File: src/rtl/dma_desc_sched.sv
// Descriptor FIFO and issue sequencer for the DMA control FSM. It issues one queued
// descriptor at a time, tracks completions and keeps a sticky error flag.
module dma_desc_sched #(
  parameter int unsigned DEPTH        = 4,
  parameter int unsigned ADDR_W       = 32,
  parameter int unsigned LEN_W        = 32,
  parameter int unsigned CNT_W        = 16,
  parameter bit          ABORT_ON_ERR = 1'b1
) (
  input  logic                       clk,
  input  logic                       rst,
  input  logic                       push_valid_i,
  output logic                       push_ready_o,
  input  logic [ADDR_W-1:0]          push_src_addr_i,
  input  logic [ADDR_W-1:0]          push_dst_addr_i,
  input  logic [LEN_W-1:0]           push_num_bytes_i,
  output logic                       dma_go_o,
  output logic [ADDR_W-1:0]          dma_src_addr_o,
  output logic [ADDR_W-1:0]          dma_dst_addr_o,
  output logic [LEN_W-1:0]           dma_num_bytes_o,
  input  logic                       dma_done_i,
  input  logic                       dma_error_i,
  input  logic                       clear_dma_i,
  input  logic                       err_clr_i,
  output logic                       busy_o,
  output logic [$clog2(DEPTH+1)-1:0] fifo_count_o,
  output logic [CNT_W-1:0]           done_cnt_o,
  output logic                       err_o
);

  localparam int unsigned PtrW = $clog2(DEPTH);
  localparam int unsigned CntW = $clog2(DEPTH + 1);

  typedef enum logic [1:0] {StIdle, StRun, StClear, StHalt} state_e;

  state_e            state_q, state_d;
  logic              go_q;
  logic              err_q, err_d;
  logic [CNT_W-1:0]  done_cnt_q;
  logic              done_inc;
  logic [ADDR_W-1:0] src_q, dst_q;
  logic [LEN_W-1:0]  len_q;

  logic [ADDR_W-1:0] src_mem [DEPTH];
  logic [ADDR_W-1:0] dst_mem [DEPTH];
  logic [LEN_W-1:0]  len_mem [DEPTH];
  logic [PtrW-1:0]   wr_ptr_q, rd_ptr_q;
  logic [CntW-1:0]   count_q;

  logic push, pop, flush;

  assign push_ready_o = (count_q != CntW'(DEPTH)) && (state_q != StHalt);
  assign push         = push_valid_i && push_ready_o;
  assign pop          = (state_q == StIdle) && (count_q != '0);
  // Entering or sitting in HALT discards everything still queued.
  assign flush        = (state_d == StHalt);

  always_comb begin
    state_d  = state_q;
    done_inc = 1'b0;
    case (state_q)
      StIdle: begin
        if (pop) begin
          if (len_mem[rd_ptr_q] != '0) state_d = StRun;
          else                         done_inc = 1'b1;
        end
      end
      StRun: begin
        if (dma_done_i) state_d = StClear;
      end
      StClear: begin
        if (clear_dma_i) begin
          done_inc = 1'b1;
          state_d  = (ABORT_ON_ERR && (err_q || dma_error_i)) ? StHalt : StIdle;
        end
      end
      StHalt: begin
        if (err_clr_i) state_d = StIdle;
      end
      default: state_d = StIdle;
    endcase
  end

  always_comb begin
    err_d = err_q;
    if (dma_error_i)    err_d = 1'b1;
    else if (err_clr_i) err_d = 1'b0;
  end

  always_ff @(posedge clk) begin
    if (rst) begin
      state_q    <= StIdle;
      go_q       <= 1'b0;
      err_q      <= 1'b0;
      done_cnt_q <= '0;
      src_q      <= '0;
      dst_q      <= '0;
      len_q      <= '0;
    end else begin
      state_q <= state_d;
      go_q    <= (state_d == StRun);
      err_q   <= err_d;
      if (done_inc) done_cnt_q <= done_cnt_q + CNT_W'(1);
      if (pop) begin
        src_q <= src_mem[rd_ptr_q];
        dst_q <= dst_mem[rd_ptr_q];
        len_q <= len_mem[rd_ptr_q];
      end
    end
  end

  always_ff @(posedge clk) begin
    if (push) begin
      src_mem[wr_ptr_q] <= push_src_addr_i;
      dst_mem[wr_ptr_q] <= push_dst_addr_i;
      len_mem[wr_ptr_q] <= push_num_bytes_i;
    end
  end

  always_ff @(posedge clk) begin
    if (rst || flush) begin
      wr_ptr_q <= '0;
      rd_ptr_q <= '0;
      count_q  <= '0;
    end else begin
      if (push) wr_ptr_q <= wr_ptr_q + PtrW'(1);
      if (pop)  rd_ptr_q <= rd_ptr_q + PtrW'(1);
      case ({push, pop})
        2'b10:   count_q <= count_q + CntW'(1);
        2'b01:   count_q <= count_q - CntW'(1);
        default: count_q <= count_q;
      endcase
    end
  end

  assign dma_go_o        = go_q;
  assign dma_src_addr_o  = src_q;
  assign dma_dst_addr_o  = dst_q;
  assign dma_num_bytes_o = len_q;
  assign busy_o          = (state_q != StIdle) || (count_q != '0);
  assign fifo_count_o    = count_q;
  assign done_cnt_o      = done_cnt_q;
  assign err_o           = err_q;

endmodule
File: config.mk
export PLATFORM = sky130hd
export DESIGN_NAME = dma_desc_sched
export DESIGN_NICKNAME = d
export VERILOG_FILES = /design/src/rtl/dma_desc_sched.sv
export SDC_FILE = /design/constraint.sdc
export NUM_CORES = 1
export LEC_CHECK = 0
export ABC_AREA = 1
export BUFFER_PORTS_ARGS = -buffer_cell sky130_fd_sc_hd__buf_2
export CORE_MARGIN = 10
export CORE_UTILIZATION = 39
export DETAILED_ROUTE_END_ITERATION = 10
export PLACE_DENSITY_LB_ADDON = 0.05
export SYNTH_ARGS = -nofsm -noshare
export SYNTH_HDL_FRONTEND = slang
export SYNTH_SLANG_ARGS = --single-unit
File: constraint.sdc
create_clock -name clk -period 4.9 [get_ports clk]
set_input_delay 0.49 -clock clk [delete_from_list [all_inputs] [get_ports clk]]
set_output_delay 0.49 -clock clk [all_outputs]
set_load 0.03 [all_outputs]
**Word level (Yosys, flattened, before mapping)**

Memories as Yosys holds them, arrays and structs flattened. A register that Yosys moved wholly into a read port is not among the register bits.
Index checks and enable logic that the tools add are counted.
W data, S select, Z words.

- $add $sub $neg: 5
- Equality and inequality tests: 9
- Multiplexer cells: 18
- Reductions and logical operators: 12

Operator list:

| operator | count |
|---|---|
| $reduce_bool A32 Y1 | 1 |
| $add A16 B1 Y16 const B | 1 |
| $mux W2 | 8 |
| $eq A2 B2 Y1 const B | 4 |
| $pmux W2 S4 | 1 |
| $mux W1 | 7 |
| $eq A2 B1 Y1 const B | 3 |
| $pmux W3 S2 | 1 |
| $reduce_bool A2 Y1 | 3 |
| $add A2 B1 Y2 const B | 2 |
| $add A3 B1 Y3 const B | 1 |
| $logic_and A1 B1 Y1 | 3 |
| $logic_or A1 B1 Y1 | 3 |
| $ne A3 B3 Y1 const B | 1 |
| $reduce_bool A3 Y1 | 1 |
| $sub A3 B1 Y3 const B | 1 |
| $logic_not A2 Y1 | 1 |
| $ne A2 B2 Y1 const B | 1 |
| $pmux W1 S2 | 1 |

- Register bits: 59
- Memory bits (writable): 384
- Output and inout bits: 119
- Logic and storage cells: 55
- Memories kept: 3

Memory list:

| memory | depth | width | rd ports | clocked after Yosys merged registers in | write ports | line | text |
|---|---|---|---|---|---|---|---|
| dst_mem | 4 | 32 | 1 | 1 | 1 | 45 | `logic [ADDR_W-1:0] dst_mem [DEPTH];` |
| len_mem | 4 | 32 | 1 | 1 | 1 | 46 | `logic [LEN_W-1:0] len_mem [DEPTH];` |
| src_mem | 4 | 32 | 1 | 1 | 1 | 44 | `logic [ADDR_W-1:0] src_mem [DEPTH];` |

**Logic depth before layout (Yosys ltp)**

- Word-level depth: 7
- Depth in mapped cells: 14

**Worst setup path before layout**

OpenSTA, ideal clock, no wires.

- Path type: register to register
- Start point: register count_q[0] (netlist: fifo_count_o[0])
- End point: memory dst_mem[0][0], enable pin
- Arrival: 5,742 ps
- Data required time: 4,348 ps
- Slack: -1,394 ps
- Cell stages (with the launch flop): 5
- Period minus slack after synthesis: 6,294 ps
- Path through: dfxtp_1 > inv_1 > a32oi_1 > nand2_1 > nor2_1

- Word-level cells in the longest chain between the ends: 5

Ends and longest elaborated chain:

| what | line | text |
|---|---|---|
| start, declared | 48 | `logic [CntW-1:0] count_q;` |
| start signal, assigned | 129 | `2'b10: count_q <= count_q + CntW'(1);` |
| start signal, assigned | 130 | `2'b01: count_q <= count_q - CntW'(1);` |
| start signal, assigned | 131 | `default: count_q <= count_q;` |
| $ne A3 B3 Y1 | 52 | `assign push_ready_o = (count_q != CntW'(DEPTH)) && (state_q != StHalt);` |
| $logic_and A1 B1 Y1 | 52 |  |
| net push_ready_o | 13 | `output logic push_ready_o,` |
| $logic_and A1 B1 Y1 | 53 | `assign push = push_valid_i && push_ready_o;` |
| $mux W1 | 113 | `if (push) begin` |
| $mux W1 (implied by the code) | 115 | `dst_mem[wr_ptr_q] <= push_dst_addr_i;` |
| end, declared | 45 |  |

The timed path passes the listed nets, and every way through them passes these cells.

==> results.ini <==
[cts]
cts.path.max_buffers=3
cts_sinks=509
cts_hold_buf=0
root_buffer=clkbuf_16
cts_setup_buffers=0
cts_tree=built
cts_made_buffers=53
htreeDepth=2
clk_pin_slew_ps=60
postCtsResizedCells=0
insertion_delay_ps=590

[die]
dieArea_um2=58470
rows=81
core_um2=48750
die_y_um=241.8
die_w_um=241.8
pin_count=222
start_util_pct=39.36

[setup_path]
reg2reg_slack_ps=1840
crit_path_top_delay_cell=inv_2
critPathArrivalTime_ps=3570
critical_path.top_delay_family=simple AND/OR/NAND/NOR gates
path_common_cell=nand2_1
crit_chain=inv_2 -> nand3_1 -> nand2_1 -> nand2_1 -> nor2_1 -> nand2_1 -> nor2_2 -> nand3_4 -> nand2_4 -> nand2_1 -> a21oi_1
r2r-end=done_cnt_o[4]
cp_num_buf_inv=1
worstRegToRegCells=11
crit_fanout=32
crit_path_start_kind=flip-flop
critPathMaxStageDelay_ps=710
critPathKind=flip-flop to flip-flop
crit_path_end_kind=flip-flop
required_ps=5410

[sta]
setup_violations=0
relSlewSlack_pct=35.90
fmax_mhz=327.0
fin_crit_sh_pct=62.41
rsz0062_at_grt=no
clock_skew_ps=15.91
period_needed_ps=3058
tightest_slew_ps=961.6
slew_viol_final=0
setup_tns_ps=0
hold_viol=0

[route]
wl_per_cell_um=19.36
drt_first_pass_iters=7
drt_iter0_drc=628
post-route-drc-count=0
via_per_inst=4.915
antenna_left=0
vias=12430
routed_wirelength_um=48950

[run]
drv_cap=0

[place]
placed_cell_area_um2=20910
io_buffers=221
gp_congestion=0.7451
dp_hpwl_um=27750

[final_layout]
layout-drive-gt1-share_pct=19.01
nNetsFinal=1928
syn2layout_area_growth_pct=17.88
final_area_um2=22620

[min_path]
min_path_type=input port to flip-flop
whs_path_depth=1
holdPathEnd=dst_mem[2][31]
min_from=push_dst_addr_i[31]

[global_route]
antenna_found_initial=11
grt_max_degree=126
grt_pass1_vias=12100
grtUsageTotal_pct=16.34
overflow=0
grt_pass1_wl_um=74440

[synth]
yosys.area.top_type=edfxtp_1
synth_edf_count=384
synth.distinct_cells=32
synth_warnings=0
synth_nets=1731
synth_area_leaders=edfxtp_1, dfxtp_1, o21ai_0, nor2_1, nand2_1
ys.flop_type=edfxtp_1
async_flop_share_pct=0
ys_ff_latch=509
synth_top_area_share_pct=60.10
netlist_top_cells_count=edfxtp_1, nor2_1, o21ai_0
syn_inst=1621
synth_area_um2=19190
synth_most_common_cell=edfxtp_1
syn_area_per_cell_um2=11.84
ys_seq_area_share_pct=73.14

[pwr]
ir_drop_mv=0.4619
fin_total_pwr_mw=13.07
power_density_nw_per_um2=578.1
p_leak_nw=8.352

[status]
status=finished, final reports clean

[report_power, final]
part | internal, mW | total [mW] | switching (mW) | leakage, nW
Clock | 2.29 | 3.89 | 1.61 | 0.838
Sequential | 5.36 | 5.71 | 0.354 | 4.55
Combinational | 0.899 | 3.47 | 2.57 | 2.96
Total | 8.54 | 13.1 | 4.53 | 8.35
[cell families (layout without fill, tap and decap cells)]
| group | after synthesis | count (layout) | synth area share (%) |
|---|---|---|---|
| fa+ha+maj | 7 | 7 | 0.4956 |
| buf+inv | 131 | 372 | 3.000 |
| xor+xnor | 16 | 16 | 0.7303 |
| compound gates | 347 | 347 | 9.729 |
| flops | 509 | 509 | 73.14 |
| simple gates | 611 | 611 | 12.91 |
| other cells | 0 | 3 | 0 |
[flip-flops by register name, indices dropped and copies added (netlist names), named ones only]
register	flops
dma_dst_addr_o	32
dma_go_o	1
dma_num_bytes_o	32
dma_src_addr_o	32
done_cnt_o	16
dst_mem	128
err_o	1
fifo_count_o	3
len_mem	128
rd_ptr_q	2
src_mem	128
state_q	2
wr_ptr_q	2
[routing by layer]
| metal | share of wire, % | vias up | global-route usage, % | routed length, um |
|---|---|---|---|---|
| met3 | 5.6 | 69 | 3.836 | 2736 |
| met1 | 44 | 5955 | 20.62 | 21310 |
| met5 | 0.18 | - | 0 | 87 |
| li1 | - | 6127 | - | - |
| met2 | 49 | 267 | 27.45 | 23960 |
| met4 | 1.8 | 12 | 4.901 | 860 |
[worst max path at each step]
stage | to | slack, ps | depth (start not counted)
floorplan | dst_mem[0][0] | -1390 | 4
global placement | done_cnt_o[3] | 1780 | 11
detailed placement | done_cnt_o[3] | 1740 | 11
CTS | done_cnt_o[3] | 1720 | 11
global route | done_cnt_o[4] | 1450 | 11
finish | done_cnt_o[4] | 1840 | 11
[layout by cell type (no fill, tap or decap), types with 2 or more instances in the layout]
cell type / synthesis / final
clkbuf_1: 62 / 19
nand3_1: 90 / 90
buf_2: 10 / 221
dfxtp_2: 0 / 2
nor2_2: 2 / 2
nor2_1: 289 / 285
a21oi_2: 10 / 10
buf_12: 0 / 4
clkinv_2: 0 / 11
nor3_1: 8 / 8
inv_2: 3 / 3
xnor2_1: 4 / 4
dfxtp_1: 125 / 122
nand2_1: 207 / 207
clkbuf_16: 0 / 54
nor2_4: 0 / 4
a21oi_1: 43 / 43
nand2_2: 10 / 10
inv_1: 31 / 28
o21ai_0: 226 / 226
edfxtp_1: 384 / 384
clkbuf_8: 0 / 10
diode_2: 0 / 3
a211oi_1: 2 / 2
ha_1: 6 / 6
clkinv_1: 0 / 2
bufinv_16: 0 / 2
xor2_1: 12 / 12
a31oi_1: 64 / 64
buf_4: 4 / 14
[stage by stage]
| stage | utilization, % | hold slack [ps] | instances | worst slack (ps) |
|---|---|---|---|---|
| 2_1_floorplan | - | 475.3 | 1621 | -1394 |
| 3_3_place_gp | 42.88 | 469.1 | 2427 | 1776 |
| 3_5_place_dp | 42.88 | 471.0 | 2427 | 1741 |
| 4_1_cts | 46.38 | 71.26 | 2526 | 1721 |
| 5_1_grt | 46.39 | 85.10 | 2527 | 1449 |
| 6_report | 46.40 | 114.9 | 2529 | 1842 |
[final cells by class]
type	instances	area [um2]
antenna	3	7.507
clock buffer	83	1560
clock inverter	16	145.1
fill	4446	26130
inverter	34	135.1
multi-input combinational	981	4608
sequential	509	14040
tap	664	830.8
timing repair buffer	239	1291
(Power assumes the default switching activity.)
